==> config.mk <==
export PLATFORM = sky130hd
export DESIGN_NAME = pipe_controller_v2_flat
export DESIGN_NICKNAME = d
export VERILOG_FILES = /design/src/rtl/pipe_controller_v2_if.sv /design/src/rtl/pipe_controller_v2.sv /design/src/flat_wrapper.sv
export SDC_FILE = /design/constraint.sdc
export NUM_CORES = 1
export LEC_CHECK = 0
export ABC_CLOCK_PERIOD_IN_PS = 5050
export BUFFER_PORTS_ARGS = -buffer_cell sky130_fd_sc_hd__buf_2
export CAP_MARGIN = 20
export CORE_ASPECT_RATIO = 1.1
export CORE_MARGIN = 2
export CORE_UTILIZATION = 35
export CTS_BUF_LIST = sky130_fd_sc_hd__clkbuf_16
export DETAILED_ROUTE_END_ITERATION = 10
export SYNTH_ARGS = -nofsm -noshare
export SYNTH_HDL_FRONTEND = slang
export SYNTH_SLANG_ARGS = --single-unit
==> constraint.sdc <==
create_clock -name clk -period 5.05 [get_ports clk]
set_input_delay 0.7575 -clock clk [delete_from_list [all_inputs] [get_ports clk]]
set_output_delay 0.7575 -clock clk [all_outputs]
set_load 0.02 [all_outputs]
==> src/rtl/pipe_controller_v2_if.sv <==
// Control-unit bus: Decode instruction, E-stage ALU flags and hazard controls
// flow in; per-stage pipeline control flows out.
interface pipe_controller_v2_if #(
  parameter int unsigned ALU_W = 4
);
  logic [31:0]      InstrD;
  logic             ZeroE;
  logic             NegE;
  logic             CarryE;
  logic             OverflowE;
  logic             StallE;
  logic             FlushE;
  logic             FlushM;
  logic [2:0]       ImmSrcD;
  logic             ALUSrcE;
  logic [ALU_W-1:0] ALUControlE;
  logic             PCSrcE;
  logic             PCTargetSrcE;
  logic             ResultSrcEb0;
  logic             RegWriteM;
  logic             MemWriteM;
  logic [2:0]       Funct3M;
  logic             IllegalM;
  logic             RegWriteW;
  logic [1:0]       ResultSrcW;

  modport master (
    output InstrD, ZeroE, NegE, CarryE, OverflowE, StallE, FlushE, FlushM,
    input  ImmSrcD, ALUSrcE, ALUControlE, PCSrcE, PCTargetSrcE, ResultSrcEb0,
           RegWriteM, MemWriteM, Funct3M, IllegalM, RegWriteW, ResultSrcW
  );

  modport slave (
    input  InstrD, ZeroE, NegE, CarryE, OverflowE, StallE, FlushE, FlushM,
    output ImmSrcD, ALUSrcE, ALUControlE, PCSrcE, PCTargetSrcE, ResultSrcEb0,
           RegWriteM, MemWriteM, Funct3M, IllegalM, RegWriteW, ResultSrcW
  );
endinterface

==> src/rtl/pipe_controller_v2.sv <==
// RV32I five-stage control unit: decodes InstrD, carries control through the
// E/M/W registers, resolves branches in E and flags illegal instructions.
module pipe_controller_v2 #(
  parameter int unsigned ALU_W      = 4,
  parameter bit          ILLEGAL_EN = 1'b1
) (
  input logic                clk,
  input logic                reset,
  pipe_controller_v2_if.slave bus
);

  typedef enum logic [6:0] {
    OP_LOAD   = 7'b0000011,
    OP_STORE  = 7'b0100011,
    OP_RTYPE  = 7'b0110011,
    OP_IALU   = 7'b0010011,
    OP_BRANCH = 7'b1100011,
    OP_JAL    = 7'b1101111,
    OP_JALR   = 7'b1100111,
    OP_LUI    = 7'b0110111
  } opcode_e;

  typedef enum logic [3:0] {
    ALU_ADD  = 4'b0000,
    ALU_SUB  = 4'b0001,
    ALU_AND  = 4'b0010,
    ALU_OR   = 4'b0011,
    ALU_XOR  = 4'b0100,
    ALU_SLT  = 4'b0101,
    ALU_SLTU = 4'b0110,
    ALU_SLL  = 4'b0111,
    ALU_SRL  = 4'b1000,
    ALU_SRA  = 4'b1001
  } alu_ctrl_e;

  typedef enum logic [1:0] {
    AOP_ADD  = 2'b00,
    AOP_SUB  = 2'b01,
    AOP_FUNC = 2'b10
  } alu_op_e;

  typedef struct packed {
    logic       reg_write;
    logic [1:0] result_src;
    logic       mem_write;
    logic       jump;
    logic       branch;
    logic       target_src;
    alu_ctrl_e  alu_ctrl;
    logic       alu_src;
    logic [2:0] funct3;
  } ctrl_e_t;

  typedef struct packed {
    logic       reg_write;
    logic [1:0] result_src;
    logic       mem_write;
    logic [2:0] funct3;
  } ctrl_m_t;

  typedef struct packed {
    logic       reg_write;
    logic [1:0] result_src;
  } ctrl_w_t;

  logic [6:0] opcode;
  logic [2:0] funct3;
  logic       funct7b5;
  ctrl_e_t    ctrl_d;
  ctrl_e_t    ctrl_e;
  ctrl_m_t    ctrl_m;
  ctrl_w_t    ctrl_w;
  logic [2:0] imm_src_d;
  alu_op_e    alu_op;
  logic       bad_d;
  logic       taken;
  logic [ALU_W-1:0] alu_ctrl_out;
  logic       unused_instr;

  assign opcode       = bus.InstrD[6:0];
  assign funct3       = bus.InstrD[14:12];
  assign funct7b5     = bus.InstrD[30];
  assign unused_instr = ^{bus.InstrD[31], bus.InstrD[29:15], bus.InstrD[11:7]};

  // Main and ALU decode; an illegal word is squashed to an all-zero NOP.
  always_comb begin
    ctrl_d    = '0;
    imm_src_d = 3'b000;
    alu_op    = AOP_ADD;
    bad_d     = 1'b0;
    case (opcode)
      OP_LOAD: begin
        ctrl_d.reg_write  = 1'b1;
        ctrl_d.alu_src    = 1'b1;
        ctrl_d.result_src = 2'b01;
      end
      OP_STORE: begin
        imm_src_d        = 3'b001;
        ctrl_d.alu_src   = 1'b1;
        ctrl_d.mem_write = 1'b1;
      end
      OP_RTYPE: begin
        ctrl_d.reg_write = 1'b1;
        alu_op           = AOP_FUNC;
      end
      OP_IALU: begin
        ctrl_d.reg_write = 1'b1;
        ctrl_d.alu_src   = 1'b1;
        alu_op           = AOP_FUNC;
      end
      OP_BRANCH: begin
        if (funct3[2:1] == 2'b01) begin
          bad_d = 1'b1;
        end else begin
          ctrl_d.branch = 1'b1;
          imm_src_d     = 3'b010;
          alu_op        = AOP_SUB;
        end
      end
      OP_JAL: begin
        ctrl_d.reg_write  = 1'b1;
        imm_src_d         = 3'b011;
        ctrl_d.result_src = 2'b10;
        ctrl_d.jump       = 1'b1;
      end
      OP_JALR: begin
        ctrl_d.reg_write  = 1'b1;
        ctrl_d.alu_src    = 1'b1;
        ctrl_d.result_src = 2'b10;
        ctrl_d.jump       = 1'b1;
        ctrl_d.target_src = 1'b1;
      end
      OP_LUI: begin
        ctrl_d.reg_write  = 1'b1;
        imm_src_d         = 3'b100;
        ctrl_d.result_src = 2'b11;
      end
      default: bad_d = 1'b1;
    endcase

    ctrl_d.alu_ctrl = ALU_ADD;
    case (alu_op)
      AOP_SUB: ctrl_d.alu_ctrl = ALU_SUB;
      AOP_FUNC: begin
        case (funct3)
          3'b000:  ctrl_d.alu_ctrl = (funct7b5 & opcode[5]) ? ALU_SUB : ALU_ADD;
          3'b001:  ctrl_d.alu_ctrl = ALU_SLL;
          3'b010:  ctrl_d.alu_ctrl = ALU_SLT;
          3'b011:  ctrl_d.alu_ctrl = ALU_SLTU;
          3'b100:  ctrl_d.alu_ctrl = ALU_XOR;
          3'b101:  ctrl_d.alu_ctrl = funct7b5 ? ALU_SRA : ALU_SRL;
          3'b110:  ctrl_d.alu_ctrl = ALU_OR;
          default: ctrl_d.alu_ctrl = ALU_AND;
        endcase
      end
      default: ctrl_d.alu_ctrl = ALU_ADD;
    endcase

    ctrl_d.funct3 = funct3;

    if (bad_d) begin
      ctrl_d    = '0;
      imm_src_d = 3'b000;
    end
  end

  // E register: flush beats stall, stall holds, otherwise load Decode.
  always_ff @(posedge clk) begin
    if (reset || bus.FlushE) begin
      ctrl_e <= '0;
    end else if (!bus.StallE) begin
      ctrl_e <= ctrl_d;
    end
  end

  // M register: a stalled E feeds bubbles so the held instruction is not duplicated.
  always_ff @(posedge clk) begin
    if (reset || bus.FlushM || bus.StallE) begin
      ctrl_m <= '0;
    end else begin
      ctrl_m <= '{reg_write:  ctrl_e.reg_write,
                  result_src: ctrl_e.result_src,
                  mem_write:  ctrl_e.mem_write,
                  funct3:     ctrl_e.funct3};
    end
  end

  // W register: always follows M.
  always_ff @(posedge clk) begin
    if (reset) begin
      ctrl_w <= '0;
    end else begin
      ctrl_w <= '{reg_write: ctrl_m.reg_write, result_src: ctrl_m.result_src};
    end
  end

  generate
    if (ILLEGAL_EN) begin : g_illegal
      logic illegal_e;
      logic illegal_m;

      // Illegal flag through E, same update priority as the E register.
      always_ff @(posedge clk) begin
        if (reset || bus.FlushE) begin
          illegal_e <= 1'b0;
        end else if (!bus.StallE) begin
          illegal_e <= bad_d;
        end
      end

      // Illegal flag through M, same update priority as the M register.
      always_ff @(posedge clk) begin
        if (reset || bus.FlushM || bus.StallE) begin
          illegal_m <= 1'b0;
        end else begin
          illegal_m <= illegal_e;
        end
      end

      assign bus.IllegalM = illegal_m;
    end else begin : g_no_illegal
      assign bus.IllegalM = 1'b0;
    end
  endgenerate

  // Branch condition from E-stage flags; CarryE=1 means no borrow.
  always_comb begin
    taken = 1'b0;
    case (ctrl_e.funct3)
      3'b000:  taken = bus.ZeroE;
      3'b001:  taken = !bus.ZeroE;
      3'b100:  taken = bus.NegE ^ bus.OverflowE;
      3'b101:  taken = !(bus.NegE ^ bus.OverflowE);
      3'b110:  taken = !bus.CarryE;
      3'b111:  taken = bus.CarryE;
      default: taken = 1'b0;
    endcase
  end

  // Zero-extend the 4-bit operation code to the configured ALU width.
  always_comb begin
    alu_ctrl_out      = '0;
    alu_ctrl_out[3:0] = ctrl_e.alu_ctrl;
  end

  assign bus.ImmSrcD      = imm_src_d;
  assign bus.ALUSrcE      = ctrl_e.alu_src;
  assign bus.ALUControlE  = alu_ctrl_out;
  assign bus.PCSrcE       = ctrl_e.jump | (ctrl_e.branch & taken);
  assign bus.PCTargetSrcE = ctrl_e.target_src;
  assign bus.ResultSrcEb0 = ctrl_e.result_src[0];
  assign bus.RegWriteM    = ctrl_m.reg_write;
  assign bus.MemWriteM    = ctrl_m.mem_write;
  assign bus.Funct3M      = ctrl_m.funct3;
  assign bus.RegWriteW    = ctrl_w.reg_write;
  assign bus.ResultSrcW   = ctrl_w.result_src;

endmodule

==> src/flat_wrapper.sv <==
// flat-port wrapper written by rule: the top's interface ports become plain ports
module pipe_controller_v2_flat 
#(
  parameter int unsigned ALU_W      = 4,
  parameter bit          ILLEGAL_EN = 1'b1
)
  (clk, reset, bus_InstrD, bus_ZeroE, bus_NegE, bus_CarryE, bus_OverflowE, bus_StallE, bus_FlushE, bus_FlushM, bus_ImmSrcD, bus_ALUSrcE, bus_ALUControlE, bus_PCSrcE, bus_PCTargetSrcE, bus_ResultSrcEb0, bus_RegWriteM, bus_MemWriteM, bus_Funct3M, bus_IllegalM, bus_RegWriteW, bus_ResultSrcW);
  pipe_controller_v2_if #(.ALU_W(ALU_W)) bus_i ();
  input logic clk;
  input logic reset;
  input wire logic [$bits(bus_i.InstrD)-1:0] bus_InstrD;
  input wire logic [$bits(bus_i.ZeroE)-1:0] bus_ZeroE;
  input wire logic [$bits(bus_i.NegE)-1:0] bus_NegE;
  input wire logic [$bits(bus_i.CarryE)-1:0] bus_CarryE;
  input wire logic [$bits(bus_i.OverflowE)-1:0] bus_OverflowE;
  input wire logic [$bits(bus_i.StallE)-1:0] bus_StallE;
  input wire logic [$bits(bus_i.FlushE)-1:0] bus_FlushE;
  input wire logic [$bits(bus_i.FlushM)-1:0] bus_FlushM;
  output wire logic [$bits(bus_i.ImmSrcD)-1:0] bus_ImmSrcD;
  output wire logic [$bits(bus_i.ALUSrcE)-1:0] bus_ALUSrcE;
  output wire logic [$bits(bus_i.ALUControlE)-1:0] bus_ALUControlE;
  output wire logic [$bits(bus_i.PCSrcE)-1:0] bus_PCSrcE;
  output wire logic [$bits(bus_i.PCTargetSrcE)-1:0] bus_PCTargetSrcE;
  output wire logic [$bits(bus_i.ResultSrcEb0)-1:0] bus_ResultSrcEb0;
  output wire logic [$bits(bus_i.RegWriteM)-1:0] bus_RegWriteM;
  output wire logic [$bits(bus_i.MemWriteM)-1:0] bus_MemWriteM;
  output wire logic [$bits(bus_i.Funct3M)-1:0] bus_Funct3M;
  output wire logic [$bits(bus_i.IllegalM)-1:0] bus_IllegalM;
  output wire logic [$bits(bus_i.RegWriteW)-1:0] bus_RegWriteW;
  output wire logic [$bits(bus_i.ResultSrcW)-1:0] bus_ResultSrcW;
  assign bus_i.InstrD = bus_InstrD;
  assign bus_i.ZeroE = bus_ZeroE;
  assign bus_i.NegE = bus_NegE;
  assign bus_i.CarryE = bus_CarryE;
  assign bus_i.OverflowE = bus_OverflowE;
  assign bus_i.StallE = bus_StallE;
  assign bus_i.FlushE = bus_FlushE;
  assign bus_i.FlushM = bus_FlushM;
  assign bus_ImmSrcD = bus_i.ImmSrcD;
  assign bus_ALUSrcE = bus_i.ALUSrcE;
  assign bus_ALUControlE = bus_i.ALUControlE;
  assign bus_PCSrcE = bus_i.PCSrcE;
  assign bus_PCTargetSrcE = bus_i.PCTargetSrcE;
  assign bus_ResultSrcEb0 = bus_i.ResultSrcEb0;
  assign bus_RegWriteM = bus_i.RegWriteM;
  assign bus_MemWriteM = bus_i.MemWriteM;
  assign bus_Funct3M = bus_i.Funct3M;
  assign bus_IllegalM = bus_i.IllegalM;
  assign bus_RegWriteW = bus_i.RegWriteW;
  assign bus_ResultSrcW = bus_i.ResultSrcW;
  pipe_controller_v2 #(.ALU_W(ALU_W), .ILLEGAL_EN(ILLEGAL_EN)) u_core (.clk(clk), .reset(reset), .bus(bus_i));
endmodule
==> impl_metrics.csv <==
group,metric,value,unit
sta,fin_crit,2.57,ns
routing,vias,1135,
routing,firstDrtPassIters,4,
floorplan,die_h,68.7,µm
yosys,muxShareOfSynthArea,0.0225,
floorplan,die_area,0.00432,mm²
critical_path,max_stage_delay,0.24,ns
sta,drv_slew,0,
clocking,cts_tree,"yes",
sta,finalHoldWorstSlack,0.444,ns
grt,grt_max_degree,24,
critical_path,end_kind,"output port",
clocking,clkSlewWorstSetupHoldPaths,0.06,ns
clocking,cts-root-buf,"clkbuf_16",
placement,detailed_place_hpwl,2.06,mm
yosys,synth-edff-count,0,
grt,grt_first_pass_wirelength,4.76,mm
yosys,synth_ff_type,"dfxtp_1",
placement,gp_congestion,0.767,
sta,worst_pin_slew,0.844,ns
floorplan,io-pin-count,61,
yosys,netlist_area,0.00133,mm²
routing,wire_per_inst,12.2,µm
layout,diodes,0,
yosys,synthAdderAreaFrac,0.0188,
grt,antenna_found_initial,0,
floorplan,start_util,0.365,
layout,nets,221,
critical_path,crit_chain,"buf_2 -> and3b_1 -> nor3b_2 -> nand2_1 -> nand2_1 -> buf_2",
yosys,yosys.area_share.simple,0.271,
yosys,ys_async_sr_fraction,0,
power,vdd_drop_max,110,µV
floorplan,num_rows,23,
worst_hold_path,hold_depth,1,
yosys,synthCells,148,
routing,dr.first_iter.drc_count,24,
grt,grt_pass1_vias,1032,
yosys,yosys_warnings,0,
sta,finClkSkew,0.00354,ns
yosys,ys_seq_elements,27,
power,power_density,275,mW/mm²
sta,setup_viol,0,
placement,portBuffers,39,
routing,viasPerCell,5.00,
floorplan,die_w,62.8,µm
yosys,synth_top_family_by_area,"simple AND/OR/NAND/NOR gates",
clocking,post_cts_resized,0,
status,status,"finished clean",
routing,drt_wl_total,2.77,mm
critical_path,slowest_stage,"nor3b_2",
yosys,syn_nets,191,
sta,slew_headroom,0.437,
yosys,synth_compound_area_frac,0.165,
clocking,clock_sinks,27,
routing,route.detailed.drc,0,
flow_run,maxCapViolCount,0,
floorplan,core_area,0.00365,mm²
sta,rsz0062_at_grt,"no",
routing,ant_nets,0,
worst_hold_path,min_path_type,"reg2reg",
critical_path,cp-start-kind,"input pin",
critical_path,cp_max_fo,11,
power,leakagePower,0.690,nW
layout,area_delta_synth_final,17.1,%
clocking,cts_max_path_buffers,2,
grt,gr-total-overflow,0,
yosys,postSynthAreaPerCell,9.00,µm²
sta,clock.fmax,0.389,GHz
critical_path,worstRegToRegCells,2,
yosys,synth-xor-area-share,0.0263,
yosys,yosysUniqueCellTypes,46,
clocking,cts_buffers,3,
clocking,hold_buffers,0,
sta,fin_tns_setup,0,ns
layout,layout-drive-gt1-share,0.294,
critical_path,cp.required,4.29,ns
grt,grt_util_all_layers,0.140,
sta,hold_viol,0,
clocking,htreeDepth,1,
critical_path,critical_path_class,"in2out",
sta,fin_crit_sh,0.509,
yosys,synth-seq-area-share,0.406,
clocking,clkLatencyLatePin,0.26,ns
critical_path,cp.arrival,1.82,ns
clocking,cts_setup_buffers,0,
per-stage QoR:
stage / total power, mW / setup slack (ns) / utilization / std cells / cell area, µm²
2_1_floorplan: 0.244 / 2.73 / - / 148 / 1330
3_3_place_gp: 0.257 / 2.50 / 0.405 / 223 / 1480
3_5_place_dp: 0.259 / 2.48 / 0.405 / 223 / 1480
4_1_cts: 0.435 / 2.47 / 0.427 / 227 / 1560
5_1_grt: 0.445 / 2.35 / 0.427 / 227 / 1560
6_report: 0.429 / 2.48 / 0.427 / 227 / 1560
synthesized netlist by cell type, types with 2 or more instances:
| library cell | count | share of area |
|---|---|---|
| o31ai_1 | 2 | 0.011 |
| dfxtp_1 | 27 | 0.41 |
| a32oi_1 | 4 | 0.026 |
| inv_1 | 3 | 0.0085 |
| xnor2_1 | 3 | 0.020 |
| and2_1 | 8 | 0.038 |
| nand2_1 | 11 | 0.031 |
| a22oi_1 | 3 | 0.017 |
| nor2_1 | 17 | 0.048 |
| ha_1 | 2 | 0.019 |
| nor2b_1 | 4 | 0.019 |
| nand4_1 | 2 | 0.0094 |
| buf_4 | 7 | 0.039 |
| nor3_1 | 2 | 0.0075 |
| mux2i_1 | 3 | 0.023 |
| buf_6 | 2 | 0.017 |
| o21ai_0 | 3 | 0.011 |
| nand3_1 | 7 | 0.026 |
| a21oi_1 | 8 | 0.030 |
| clkbuf_1 | 4 | 0.011 |
sequential cells by signal (all words and copies together), names as in the netlist:
register and cells:
u_core.bus.ALUControlE 4, u_core.bus.ALUSrcE 1, u_core.bus.Funct3M 3, u_core.bus.IllegalM 1
u_core.bus.MemWriteM 1, u_core.bus.PCTargetSrcE 1, u_core.bus.RegWriteM 1, u_core.bus.RegWriteW 1
u_core.bus.ResultSrcEb0 1, u_core.bus.ResultSrcW 2, u_core.ctrl_e 8, u_core.ctrl_m 2
u_core.g_illegal.illegal_e 1
layer usage:
metal | vias to the layer above | track usage | routed length [µm]
li1 | 571 | - | -
met1 | 523 | 0.173 | 1240
met2 | 36 | 0.238 | 1350
met3 | 5 | 0.0325 | 132
met4 | 0 | 0.0639 | 43
met5 | - | 0 | 0
path summary, 6_finish.rpt:
kind | start | slack, ns | endpoint
worst max register to register | u_core.g_illegal.illegal_e | 4.31 | u_core.g_illegal.illegal_e
worst max-delay path | bus_InstrD[5] | 2.48 | bus_ImmSrcD[1]
worst min-delay path | u_core.ctrl_m[5] | 0.44 | u_core.bus.ResultSrcW[1]
worst min register to register | u_core.ctrl_m[5] | 0.44 | u_core.bus.ResultSrcW[1]
critical path: cells and delay by family:
family,cells,cell delay (ns)
buffers and inverters,2,0.36
and+or+nand+nor,4,0.69
power breakdown:
part / internal [mW] / total [mW] / switching (mW) / leakage, nW
logic: 0.0145 / 0.0396 / 0.0251 / 0.430
clock network: 0.106 / 0.175 / 0.0694 / 0.0423
registers: 0.214 / 0.214 / 0.000393 / 0.218
cells in the final DEF, fill, tap and decap left out, drive strengths merged:
cell     n
buf     39
dfxtp   27
nor2    18
nand2   12
a21oi    8
and2     8
nand3    8
nor2b    4
inv      4
a32oi    4
xnor2    3
o21ai    3
a22oi    3
mux2i    3
clkbuf   3
nor3     3
nand4    2
o31ai    2
ha       2
nor3b    2
a211oi   2
and3b    1
and4     1
a21o     1
or2      1
and4b    1
and2b    1
or2b     1
a31oi    1
o21a     1
or4      1
a22o     1
o41ai    1
a221oi   1
xor2     1
nand3b   1
a31o     1
or3      1
cell type report:
class                   instances  area (µm²)
fillers                       381        2090
inverters                       3        11.3
repair buffers                 39         195
well taps                      50        62.6
clock inverters                 1        3.75
flip-flops and latches         27         541
multi-input cells             104         672
clock buffers                   3        75.1
logic make-up (layout without fill, tap and decap cells):
group / Yosys count / after routing
AND/OR/NAND/NOR: 66 / 66
buffers and inverters: 17 / 46
flip-flops: 27 / 27
XOR/XNOR: 4 / 4
multiplexers: 3 / 3
AO/OA/AOI/OAI: 29 / 29
adder cells (fa/ha/maj): 2 / 2
(Power assumes the default switching activity.)
